--- src/rtl/id_stage_hz.sv ---
// MIPS instruction-decode stage: register file with write-through bypass,
// load-use bubble insertion, stall/flush control and a registered ID/EX bundle.

module id_rd_port #(
   parameter int DATA_W    = 32,
   parameter int REG_COUNT = 32
) (
   input  logic [REG_COUNT-1:0][DATA_W-1:0] rf,
   input  logic [4:0]                       addr,
   input  logic                             wr_en,
   input  logic [4:0]                       wr_addr,
   input  logic [DATA_W-1:0]                wr_data,
   output logic [DATA_W-1:0]                data
);
   // Mux over implemented registers only; r0 and unimplemented addresses fall through to 0.
   always_comb begin
      data = '0;
      if (wr_en && wr_addr == addr) begin
         data = wr_data;
      end else begin
         for (int i = 1; i < REG_COUNT; i++) begin
            if (addr == 5'(i)) data = rf[i];
         end
      end
   end
endmodule

module id_stage_hz #(
   parameter int DATA_W    = 32,
   parameter int REG_COUNT = 32
) (
   input  logic              clk,
   input  logic              reset,
   input  logic [31:0]       instruction,
   input  logic              in_valid,
   input  logic              stall,
   input  logic              flush,
   input  logic              register_write,
   input  logic [4:0]        write_addr,
   input  logic [DATA_W-1:0] write_result,
   output logic [DATA_W-1:0] rs,
   output logic [DATA_W-1:0] rt,
   output logic [4:0]        rt_addr,
   output logic [4:0]        rd_addr,
   output logic [4:0]        shamt,
   output logic [DATA_W-1:0] extended_imm,
   output logic              out_valid,
   output logic              mem_read,
   output logic              load_use_stall
);
   localparam int NUM_RD = 2;

   logic [5:0]  op;
   logic [4:0]  f_rs, f_rt, f_rd, f_shamt;
   logic [15:0] imm;
   logic        unused_funct;

   assign op           = instruction[31:26];
   assign f_rs         = instruction[25:21];
   assign f_rt         = instruction[20:16];
   assign f_rd         = instruction[15:11];
   assign f_shamt      = instruction[10:6];
   assign imm          = instruction[15:0];
   assign unused_funct = ^instruction[5:0];

   logic [REG_COUNT-1:0][DATA_W-1:0] rf_q;
   logic [4:0]                       rs_addr_q;
   logic                             wr_en;

   assign wr_en = register_write && (write_addr != 5'd0) && (32'(write_addr) < REG_COUNT);

   always_ff @(posedge clk or posedge reset) begin
      if (reset) begin
         rf_q <= '0;
      end else begin
         for (int i = 1; i < REG_COUNT; i++) begin
            if (wr_en && write_addr == 5'(i)) rf_q[i] <= write_result;
         end
      end
   end

   // While stalled, operands are re-read from the held addresses so writebacks land.
   logic [NUM_RD-1:0][4:0]        rd_sel;
   logic [NUM_RD-1:0][DATA_W-1:0] rd_data;

   assign rd_sel[0] = stall ? rs_addr_q : f_rs;
   assign rd_sel[1] = stall ? rt_addr   : f_rt;

   for (genvar g = 0; g < NUM_RD; g++) begin : g_rd
      id_rd_port #(.DATA_W(DATA_W), .REG_COUNT(REG_COUNT)) u_rd (
         .rf      (rf_q),
         .addr    (rd_sel[g]),
         .wr_en   (wr_en),
         .wr_addr (write_addr),
         .wr_data (write_result),
         .data    (rd_data[g])
      );
   end

   logic [DATA_W-1:0] imm_ext;
   always_comb begin
      imm_ext = DATA_W'($signed(imm));
      case (op)
         6'h0c, 6'h0d, 6'h0e: imm_ext = DATA_W'(imm);
         6'h0f:               imm_ext = DATA_W'({imm, 16'h0000});
         default:             ;
      endcase
   end

   // rt only matters as a source for R-type, branches and store data.
   logic rt_is_src, hazard;
   assign rt_is_src = (op == 6'h00) || (op == 6'h04) || (op == 6'h05) || (op == 6'h2b);
   assign hazard    = in_valid && mem_read && out_valid && (rt_addr != 5'd0) &&
                      ((f_rs == rt_addr) || (rt_is_src && f_rt == rt_addr));
   assign load_use_stall = hazard && !stall && !flush;

   always_ff @(posedge clk or posedge reset) begin
      if (reset) begin
         rs           <= '0;
         rt           <= '0;
         rs_addr_q    <= '0;
         rt_addr      <= '0;
         rd_addr      <= '0;
         shamt        <= '0;
         extended_imm <= '0;
         out_valid    <= 1'b0;
         mem_read     <= 1'b0;
      end else if (flush || load_use_stall) begin
         rs           <= '0;
         rt           <= '0;
         rs_addr_q    <= '0;
         rt_addr      <= '0;
         rd_addr      <= '0;
         shamt        <= '0;
         extended_imm <= '0;
         out_valid    <= 1'b0;
         mem_read     <= 1'b0;
      end else if (stall) begin
         rs <= rd_data[0];
         rt <= rd_data[1];
      end else begin
         rs           <= rd_data[0];
         rt           <= rd_data[1];
         rs_addr_q    <= f_rs;
         rt_addr      <= f_rt;
         rd_addr      <= f_rd;
         shamt        <= f_shamt;
         extended_imm <= imm_ext;
         out_valid    <= in_valid;
         mem_read     <= in_valid && (op == 6'h23);
      end
   end
endmodule

--- config.mk ---
export PLATFORM = sky130hd
export DESIGN_NAME = id_stage_hz
export DESIGN_NICKNAME = d
export VERILOG_FILES = /design/src/rtl/id_stage_hz.sv
export SDC_FILE = /design/constraint.sdc
export NUM_CORES = 2
export LEC_CHECK = 0
export ABC_AREA = 1
export BUFFER_PORTS_ARGS = -buffer_cell sky130_fd_sc_hd__clkbuf_2
export CORE_AREA = 3 3 311 313
export DETAILED_ROUTE_END_ITERATION = 10
export DIE_AREA = 0 0 314 316
export GPL_TIMING_DRIVEN = 0
export PLACE_DENSITY = 0.77
export SYNTH_ARGS = -nofsm -noshare
export SYNTH_HDL_FRONTEND = slang
export SYNTH_SLANG_ARGS = --single-unit
--- constraint.sdc ---
create_clock -name clk -period 63.3 [get_ports clk]
set_input_delay 12.66 -clock clk [delete_from_list [all_inputs] [get_ports clk]]
set_output_delay 12.66 -clock clk [all_outputs]
set_load 0.01 [all_outputs]
==> summary.md <==
| Metric | Value |
|---|---|
| Status | finished with violations |
| Violated checks | capacitance limit, slew limit |
| WL per Instance | ~28 um |
| Worst-Margin Slew | ~1700 ps |
| Commonest cells after routing, fill and taps aside | nand2_1, o21ai_0, dfrtp_1 |
| Syn Inst Count | ~7700 |
| GRT Overall Usage | between 50% and 60% |
| Die Y | 316 um |
| Seq pwr share | 45.9% |
| CTS tree | built |
| Synth warn | 0 |
| Power Dens Cells | about 32 nW/um^2 |
| Crit path capture type | output port |
| Flops & latches, synth | ~1100 |
| Port buffer count | roughly 190 |
| Layout cells sized above 1 | around 7.1% |
| Vias per inst | between 6 and 7 |
| CP startpoint kind | input port |
| Largest net degree at the start of global routing | roughly 130 |
| Placed cells | 9182 |
| Post-synthesis sequential area ratio | about half |
| Crit path max fanout | 4 |
| Period utilization | a little over two fifths |
| Final worst slack | 36420 ps |
| Die W | between 300 and 400 um |
| Final hold vios | 0 |
| Max frequency | 37.2 MHz |
| CTS max path bufs | 3 |
| Core box area | 94600 um^2 |
| Setup Skew | 22.2 ps |
| Cell Area, Synth | roughly 56000 um^2 |
| Clock Power Share | 36.3% |
| Clock transition at path regs | 60 ps |
| Initial Util | about 59% |
| Leakage power | approximately 0.029 uW |
| Internal power | about 1400 uW |
| CTS buffer count | around 120 |
| ANT nets after route | 0 |
| Switching Share | roughly a third |
| 1st-pass router iterations | 8 |
| Syn Area/Cell | around 7.3 um^2 |
| Commonest non-fill, non-tap cell in the layout | nand2_1 |
| VDD IR max | about 31 uV |
| Dpl hpwl | around 200000 um |
| Vias in the first global route | between 50000 and 60000 |
| First-pass GRT wire length | ~380000 um |
| Num rows | ~110 |
| Sw power | 680 uW |
| Synthesis-to-finish area growth | 12.2% |
| I/O Pins | about 190 |
| Worst path arrival time | roughly 14000 ps |
| Worst hold path class | reg2reg |
| Slew Viols, Final | 11 |
| Total gr overflow | 0 |
| RSZ-0062 raised after global routing | no |
| FFs w/ async S/R, synth | between 90% and 100% |
| Clock Latency Late Sink | around 760 ps |
| Fill cells | roughly 8000 |
| Setup CP Type | in2out |
| Die area | between 90000 and 100000 um^2 |
| Synth Net Count | ~7800 |
| # hold bufs at CTS | 0 |
| H-tree depth | 3 |
| Nets | 8113 |
| DP Area | between 50000 and 60000 um^2 |
| TNS Setup | 0 ps |
| Root Driver | clkbuf_16 |
| Sink Count | around 1100 |
| Initial DRC count | approximately 12000 |
| WP data required | a little over 50000 ps |
| Final wirelength | 266000 um |
| Part of the power in combinational logic | roughly 18% |
| Max-cap violations | 1 |
| Multi-input gate area | about 24000 um^2 |
| Clock period minus worst slack | around 27000 ps |
| Post-CTS setup buffer count | 0 |
| Synth unique cells | 44 |
| Gp weighted congestion | between 1 and 1.5 |
| Routed via count | 61311 |
| Setup violators final | 0 |
| Initial antenna violation count | 21 |
| Register cell area after layout | roughly 28000 um^2 |
| Post-route cell area | ~63000 um^2 |
| EDFF count, synth | 0 |
| Top FF cell, synth | dfrtp_1 |
| Relative slew slack | -10.3% |
| # DRC | 0 |
| Post-CTS sizing | 0 |
| Finished Layout Cells | 9408 |
| Worst slack, placed | ~36000 ps |
[area by class of cell]
cell class / instances / share of cell area, %
sequential: 1110 / 44.0
inverter: 531 / 3.18
timing repair buffer: 194 / 1.86
antenna: 8 / 0.0317
multi-input combinational: 5565 / 38.7
tap: 1265 / 2.51
clock buffer: 175 / 5.57
buffer: 517 / 3.31
clock inverter: 43 / 0.905
[worst max-delay path, cell delays in order]
cell and delay (ps):
clkbuf_2 110, nand2_1 70, inv_1 140, nand4_1 130, a2111oi_0 450, a21oi_1 80, a2111o_1 350, nor2_1 100
clkbuf_2 130
[cell usage after synthesis, types with 2 or more instances]
library cell	n	area, um^2
nor2_2	8	50.1
nand2_1	2709	10200
inv_2	25	93.8
o22ai_1	3	18.8
xor2_1	4	35.0
nand4_1	407	2550
buf_1	7	26.3
nand3_2	2	20.0
or2_2	62	388
a2111oi_0	2	17.5
o2111ai_1	2	17.5
nor3_1	3	15.0
o31ai_1	17	128
dfrtp_1	1110	27800
o21ai_0	1126	5640
a21oi_1	145	726
inv_1	500	1880
o21a_1	29	218
inv_4	2	12.5
clkinv_1	4	15.0
buf_2	50	250
nand2_4	2	22.5
clkbuf_1	447	1680
o21bai_1	2	15.0
or2_0	10	62.6
o21ai_2	2	17.5
nand3_1	232	1160
nand3b_1	2	15.0
nor2_4	6	67.6
o21ai_1	6	30.0
buf_4	3	22.5
nor2_1	759	2850
nand2_2	15	93.8
buf_6	10	113
[power groups by stage]
stage | Combinational (uW) | Clock, uW | Sequential, uW
finish | 365 | 742 | 938
CTS | 342 | 733 | 931
detailed placement | 340 | 0 | 941
global route | 388 | 761 | 949
floorplan | 195 | 0 | 922
global placement | 327 | 0 | 941
[path summary, 6_finish.rpt]
path	start	end	slack [ps]	depth (start not counted)
max in group asynchronous	reset	extended_imm[4]	49110	5
worst max register to register	rt_addr[3]	rt[11]	57530	24
worst min register to register	rf_q[368]	rf_q[368]	490	2
worst min-delay path	rf_q[368]	rf_q[368]	490	2
worst max-delay path	instruction[27]	load_use_stall	36420	9
min in group asynchronous	reset	rf_q[466]	11990	2
[per-layer routing]
layer  wire length [um]  vias to the layer above  track usage, %
met1              91500                    29115            65.9
li1                   -                    25493               -
met2             108000                     5352            73.9
met3              43600                     1333            22.9
met5                114                        -               0
met4              22900                       18            35.2
[sequential cells by signal, indices dropped and copies added, names as in the netlist]
signal        count
rf_q            992
extended_imm     32
rs               32
rt               32
rd_addr           5
rs_addr_q         5
rt_addr           5
shamt             5
mem_read          1
out_valid         1
[cells by family after synthesis]
logic type	synth area share, %
AOI/OAI and AO/OA	12.2
xor gates and xnor gates	0.0622
buffers and inverters	7.26
DFF	49.4
and+or+nand+nor	31.1
[stage by stage]
step / util, % / power (uW) / hold WS, ps
2_1_floorplan: - / 1120 / 453
3_3_place_gp: 62.2 / 1270 / 465
3_5_place_dp: 62.4 / 1280 / 473
4_1_cts: 66.7 / 2010 / 487
5_1_grt: 66.7 / 2100 / 498
6_report: 66.8 / 2040 / 486
(Power assumes the default switching activity.)
